File: src/rtl/div_pkg.sv
// rtl/div_pkg.sv - shared widths, FSM state type and constants for the sequential divider.
package div_pkg;

    localparam int DATA_W = 16;
    localparam int CNT_W  = 5;

    typedef enum logic [1:0] {
        IDLE = 2'd0,
        CALC = 2'd1,
        DONE = 2'd2
    } div_state_e;

    localparam logic [DATA_W-1:0] DIV0_QUOT = 16'hFFFF;

`ifdef SEQ_DIV_SIGNED_EN
    // Two's-complement magnitude; -32768 maps to 16'h8000, which the unsigned core handles.
    function automatic logic [DATA_W-1:0] mag(input logic [DATA_W-1:0] v);
        return v[DATA_W-1] ? (~v + 1'b1) : v;
    endfunction
`endif

endpackage

File: src/rtl/div_step.sv
// rtl/div_step.sv - one combinational restoring-division iteration.
module div_step
    import div_pkg::*;
(
    input  logic [DATA_W:0]   rem_in,
    input  logic [DATA_W-1:0] divisor,
    output logic [DATA_W-1:0] rem_out,
    output logic              q_bit
);

    logic [DATA_W:0] diff;

    // rem_in <= 2*divisor-1, so the 17-bit difference always carries the true sign.
    assign diff    = rem_in - {1'b0, divisor};
    assign q_bit   = ~diff[DATA_W];
    assign rem_out = q_bit ? diff[DATA_W-1:0] : rem_in[DATA_W-1:0];

endmodule

File: src/rtl/seq_divider_16bit.sv
// rtl/seq_divider_16bit.sv - 16-bit restoring divider, one quotient bit per cycle.
// Define SEQ_DIV_SIGNED_EN for two's-complement operands (truncating division).
module seq_divider_16bit
    import div_pkg::*;
(
    input  logic        clk,
    input  logic        rst_n,
    input  logic        in_valid,
    output logic        in_ready,
    input  logic [15:0] dividend,
    input  logic [15:0] divisor,
    output logic        out_valid,
    input  logic        out_ready,
    output logic [15:0] quotient,
    output logic [15:0] remainder,
    output logic        div_by_zero
);

    div_state_e        state_q, state_d;
    logic [CNT_W-1:0]  cnt_q, cnt_d;
    logic [DATA_W-1:0] rem_q, rem_d;
    logic [DATA_W-1:0] dvd_q, dvd_d;
    logic [DATA_W-1:0] dsr_q, dsr_d;
    logic [DATA_W-1:0] quotient_q, quotient_d;
    logic [DATA_W-1:0] remainder_q, remainder_d;
    logic              dbz_q, dbz_d;
`ifdef SEQ_DIV_SIGNED_EN
    logic              qneg_q, qneg_d;
    logic              rneg_q, rneg_d;
`endif

    logic [DATA_W:0]   step_in;
    logic [DATA_W-1:0] step_rem;
    logic              step_q;
    logic [DATA_W-1:0] final_quot;

    // Dividend register shifts out its MSB and collects quotient bits from the right.
    assign step_in    = {rem_q, dvd_q[DATA_W-1]};
    assign final_quot = {dvd_q[DATA_W-2:0], step_q};

    div_step u_step (
        .rem_in  (step_in),
        .divisor (dsr_q),
        .rem_out (step_rem),
        .q_bit   (step_q)
    );

    always_comb begin
        state_d     = state_q;
        cnt_d       = cnt_q;
        rem_d       = rem_q;
        dvd_d       = dvd_q;
        dsr_d       = dsr_q;
        quotient_d  = quotient_q;
        remainder_d = remainder_q;
        dbz_d       = dbz_q;
`ifdef SEQ_DIV_SIGNED_EN
        qneg_d      = qneg_q;
        rneg_d      = rneg_q;
`endif
        case (state_q)
            IDLE: begin
                if (in_valid) begin
                    if (divisor == '0) begin
                        quotient_d  = DIV0_QUOT;
                        remainder_d = dividend;
                        dbz_d       = 1'b1;
                        state_d     = DONE;
                    end else begin
                        rem_d   = '0;
                        cnt_d   = '0;
                        dbz_d   = 1'b0;
                        state_d = CALC;
`ifdef SEQ_DIV_SIGNED_EN
                        dvd_d  = mag(dividend);
                        dsr_d  = mag(divisor);
                        qneg_d = dividend[DATA_W-1] ^ divisor[DATA_W-1];
                        rneg_d = dividend[DATA_W-1];
`else
                        dvd_d  = dividend;
                        dsr_d  = divisor;
`endif
                    end
                end
            end
            CALC: begin
                rem_d = step_rem;
                dvd_d = final_quot;
                cnt_d = cnt_q + 1'b1;
                if (cnt_q == CNT_W'(DATA_W - 1)) begin
                    state_d = DONE;
`ifdef SEQ_DIV_SIGNED_EN
                    quotient_d  = qneg_q ? (~final_quot + 1'b1) : final_quot;
                    remainder_d = rneg_q ? (~step_rem + 1'b1) : step_rem;
`else
                    quotient_d  = final_quot;
                    remainder_d = step_rem;
`endif
                end
            end
            DONE: begin
                if (out_ready) begin
                    state_d = IDLE;
                end
            end
            default: state_d = IDLE;
        endcase
    end

    always_ff @(posedge clk or negedge rst_n) begin
        if (!rst_n) begin
            state_q     <= IDLE;
            cnt_q       <= '0;
            rem_q       <= '0;
            dvd_q       <= '0;
            dsr_q       <= '0;
            quotient_q  <= '0;
            remainder_q <= '0;
            dbz_q       <= 1'b0;
`ifdef SEQ_DIV_SIGNED_EN
            qneg_q      <= 1'b0;
            rneg_q      <= 1'b0;
`endif
        end else begin
            state_q     <= state_d;
            cnt_q       <= cnt_d;
            rem_q       <= rem_d;
            dvd_q       <= dvd_d;
            dsr_q       <= dsr_d;
            quotient_q  <= quotient_d;
            remainder_q <= remainder_d;
            dbz_q       <= dbz_d;
`ifdef SEQ_DIV_SIGNED_EN
            qneg_q      <= qneg_d;
            rneg_q      <= rneg_d;
`endif
        end
    end

    assign in_ready    = (state_q == IDLE);
    assign out_valid   = (state_q == DONE);
    assign quotient    = quotient_q;
    assign remainder   = remainder_q;
    assign div_by_zero = dbz_q;

endmodule
File: config.mk
export PLATFORM = sky130hd
export DESIGN_NAME = seq_divider_16bit
export DESIGN_NICKNAME = d
export VERILOG_FILES = /design/src/rtl/div_pkg.sv /design/src/rtl/div_step.sv /design/src/rtl/seq_divider_16bit.sv
export SDC_FILE = /design/constraint.sdc
export NUM_CORES = 1
export LEC_CHECK = 0
export BUFFER_PORTS_ARGS = -buffer_cell sky130_fd_sc_hd__buf_2
export CORE_MARGIN = 3
export CORE_UTILIZATION = 57
export DETAILED_ROUTE_END_ITERATION = 8
export GPL_TIMING_DRIVEN = 0
export PLACE_DENSITY = 0.89
export SKIP_LAST_GASP = 1
export SLEW_MARGIN = 0
export SYNTH_ARGS = -nofsm -noshare
export SYNTH_HDL_FRONTEND = slang
export SYNTH_SLANG_ARGS = --single-unit
File: constraint.sdc
create_clock -name clk -period 3.55 [get_ports clk]
set_clock_uncertainty 0.2 [all_clocks]
set_input_delay 0.355 -clock clk [delete_from_list [all_inputs] [get_ports clk]]
set_output_delay 0.355 -clock clk [all_outputs]
set_load 0.02 [all_outputs]
==> flow_metrics.tcl <==
set metrics [dict create \
    p_comb_frac 0.619 \
    power_frac_seq 0.281 \
    pin_count 71 \
    p_total_mw 6.42 \
    numCtsBuffers 9 \
    p_per_area_nw_per_um2 1190 \
    cp-end-kind "flop" \
    grt_max_degree 52 \
    fmax_mhz 317 \
    num_rows 32 \
    syn_to_final_growth_pct 14.8 \
    ant_nets 0 \
    clock_latency_ns 0.37 \
    fin_cells 699 \
    dpl.hpwl_mm 9.28 \
    final_cell_area_um2 5390 \
    maxCapViolations 0 \
    antenna_found_initial 0 \
    fin_util 0.687 \
    status "finished clean" \
    post_cts_buffers 0 \
    rsz0062_at_grt "no" \
    insertedDiodeCount 0 \
    grt_pass1_vias 4251 \
    htreeDepth 3 \
    cts_tree "done" \
    die_area_um2 9360 \
    start_util 0.598 \
    switchingPower_mw 3.13 \
    internal_power_mw 3.29 \
    drcViolationCount 0 \
    dp_cells 682 \
    wl_mm 12.3 \
    finalSetupTns_ns 0 \
    syn_avg_cell_area_um2 9.22 \
    vias_per_cell 5.97 \
    ys_warn_count 0 \
    die_w_um 96.8 \
    num-nets-final 648 \
    crit_required_ns 3.63 \
    crit_type "flop to flop" \
    clk_pin_slew_worst_paths_ns 0.09 \
    hold_slack_ns 0.00809 \
    synth_ff_type "dfrtp_1" \
    final-hold-violation-count 0 \
    drtIter0Drc 296 \
    portBuffers 70 \
    tightest_slew_ns 0.817 \
    placed_cell_area_um2 5200 \
    ctsRootBufferMaster "clkbuf_8" \
    synth-async-reset-ratio 1.00 \
    arrival_ns 3.24 \
    power.leakage_nw 2.54 \
    irDropWorstVdd_mv 0.512 \
    setup_ws_ns 0.393 \
    setup_viol 0 \
    dieHeight_um 96.8 \
    seq_area_frac_synth 0.469 \
    clockBufferDepth 2 \
    grt_use_total 0.269 \
    p_sw_frac 0.488 \
    fin_crit_sh 0.889 \
    synth-edff-count 0 \
    firstDrtPassIters 6 \
    routedWlPerCell_um 17.6 \
    overflow 0 \
    ctsResizeCount 0 \
    min_path_type "primary input to flop" \
    synthesis.area_um2 4690 \
    synth_cell_types 56 \
    pre_cts_slack_ns 0.464 \
    grt_pass1_wl_mm 20.4 \
    routabilityCongestion 0.944 \
    cp-start-kind "flop" \
    max_slew_margin 0.450 \
    syn_nets 564 \
    layout_min_cycle_time_ns 3.16 \
    multi_input_area_um2 2300 \
    cts.sinks 88 \
    ff_latch_area_um2 2200 \
    num-fill-cells 620 \
    syn-instance-count 509 \
    design.core.area_um2 7850 \
    vias 4176 \
    slew_viol_final 0 \
    layout-drive-gt1-share 0.191 \
    worstPathMaxFanout 10 \
    yosys_register_bits 88 \
    clkPwrFrac 0.100 \
]
## state kept, by name, indices dropped and copies added (netlist names)
signal and cells:
state_q 2, dvd_q 16, div_by_zero 1, dsr_q 16, remainder 16, quotient 16
rem_q 16, cnt_q 5
## cell usage after synthesis, types with 8 or more instances
cell	count	share of area
a21o_1	19	0.030
a21oi_1	31	0.033
clkbuf_1	17	0.014
dfrtp_1	88	0.47
ha_1	18	0.048
inv_1	20	0.016
mux2i_1	8	0.017
nand2_1	82	0.066
nand3_1	9	0.0096
nor2_1	59	0.047
nor3_1	19	0.020
o21ai_0	36	0.038
xnor2_1	8	0.015
## cell families (layout without fill, tap and decap cells)
group                      after synthesis  after routing  synth area share
AOI/OAI and AO/OA                      141            141             0.213
buffers and inverters                   46            134            0.0416
and+or+nand+nor                        190            190             0.172
adders and majority gates               19             19            0.0522
xor gates and xnor gates                13             13            0.0243
muxes                                   12             12            0.0277
DFF                                     88             88             0.469
## power by group through the flow
stage	clock, mW	sequential [mW]	combinational (mW)
finish	0.641	1.81	3.97
global route	0.684	1.86	4.35
CTS	0.638	1.80	3.93
detailed placement	0	1.82	3.89
global placement	0	1.79	3.71
floorplan	0	1.95	2.75
## layer usage
metal / up-vias / GRT usage / wire, µm
li1: 1947 / - / -
met1: 2004 / 0.343 / 5020
met2: 198 / 0.449 / 6010
met3: 27 / 0.0534 / 980
met4: 0 / 0.110 / 316
met5: - / 0 / 0
## critical path, cell delays in order, from the launching register on
cell	delay (ns)
dfrtp_1	0.41
inv_1	0.09
ha_1	0.17
inv_1	0.06
fa_1	0.43
a211oi_2	0.25
nor3_2	0.10
nor2_2	0.23
o21ai_4	0.14
mux2i_2	0.45
buf_6	0.22
nand2_1	0.09
a41oi_2	0.23
## layout by cell type (no fill, tap or decap), types with 4 or more instances in the layout
| master | netlist | final |
|---|---|---|
| a221o_1 | 4 | 4 |
| mux2i_1 | 8 | 8 |
| a21o_1 | 19 | 19 |
| a21oi_1 | 31 | 31 |
| a31oi_1 | 6 | 6 |
| o211ai_1 | 4 | 4 |
| a41oi_2 | 6 | 6 |
| buf_2 | 6 | 75 |
| o22a_1 | 4 | 4 |
| nor3_1 | 19 | 19 |
| xnor2_1 | 8 | 8 |
| nand3_1 | 9 | 9 |
| dfrtp_1 | 88 | 88 |
| nand2_1 | 82 | 82 |
| ha_1 | 18 | 18 |
| nor4_1 | 4 | 4 |
| clkbuf_8 | 0 | 9 |
| o21ai_0 | 36 | 36 |
| inv_1 | 20 | 20 |
| xor2_1 | 5 | 5 |
| nor2_1 | 59 | 59 |
| clkbuf_1 | 17 | 17 |
## what timing repair did
action | 4_1_cts | 5_1_grt
setup endpoints to repair | 0 | 0
hold buffers | 2 | 0
hold endpoints to repair | 38 | 0
## final timing paths
path / from / endpoint / slack [ns] / depth (start not counted)
worst max-delay path: dvd_q[15]$_DFFE_PN0P_ / remainder[9]$_DFFE_PN0P_ / 0.39 / 12
worst min-delay path: divisor[13] / dsr_q[13]$_DFFE_PN0P_ / 0.008 / 3
worst max register to register: dvd_q[15]$_DFFE_PN0P_ / remainder[9]$_DFFE_PN0P_ / 0.39 / 12
worst min register to register: cnt_q[4]$_DFFE_PN0P_ / cnt_q[4]$_DFFE_PN0P_ / 0.31 / 2
max in group asynchronous: rst_n / dsr_q[4]$_DFFE_PN0P_ / 2.25 / 3
min in group asynchronous: rst_n / quotient[12]$_DFFE_PN0P_ / 0.28 / 2
## final cells by class
| type | instances | share of cell area |
|---|---|---|
| Buffer | 26 | 0.0223 |
| Clock buffer | 9 | 0.0230 |
| Clock inverter | 6 | 0.00835 |
| Inverter | 20 | 0.0139 |
| Multi-Input combinational cell | 375 | 0.426 |
| Sequential cell | 88 | 0.408 |
| Tap cell | 102 | 0.0237 |
| Timing Repair Buffer | 73 | 0.0743 |
(Power assumes the default switching activity.)
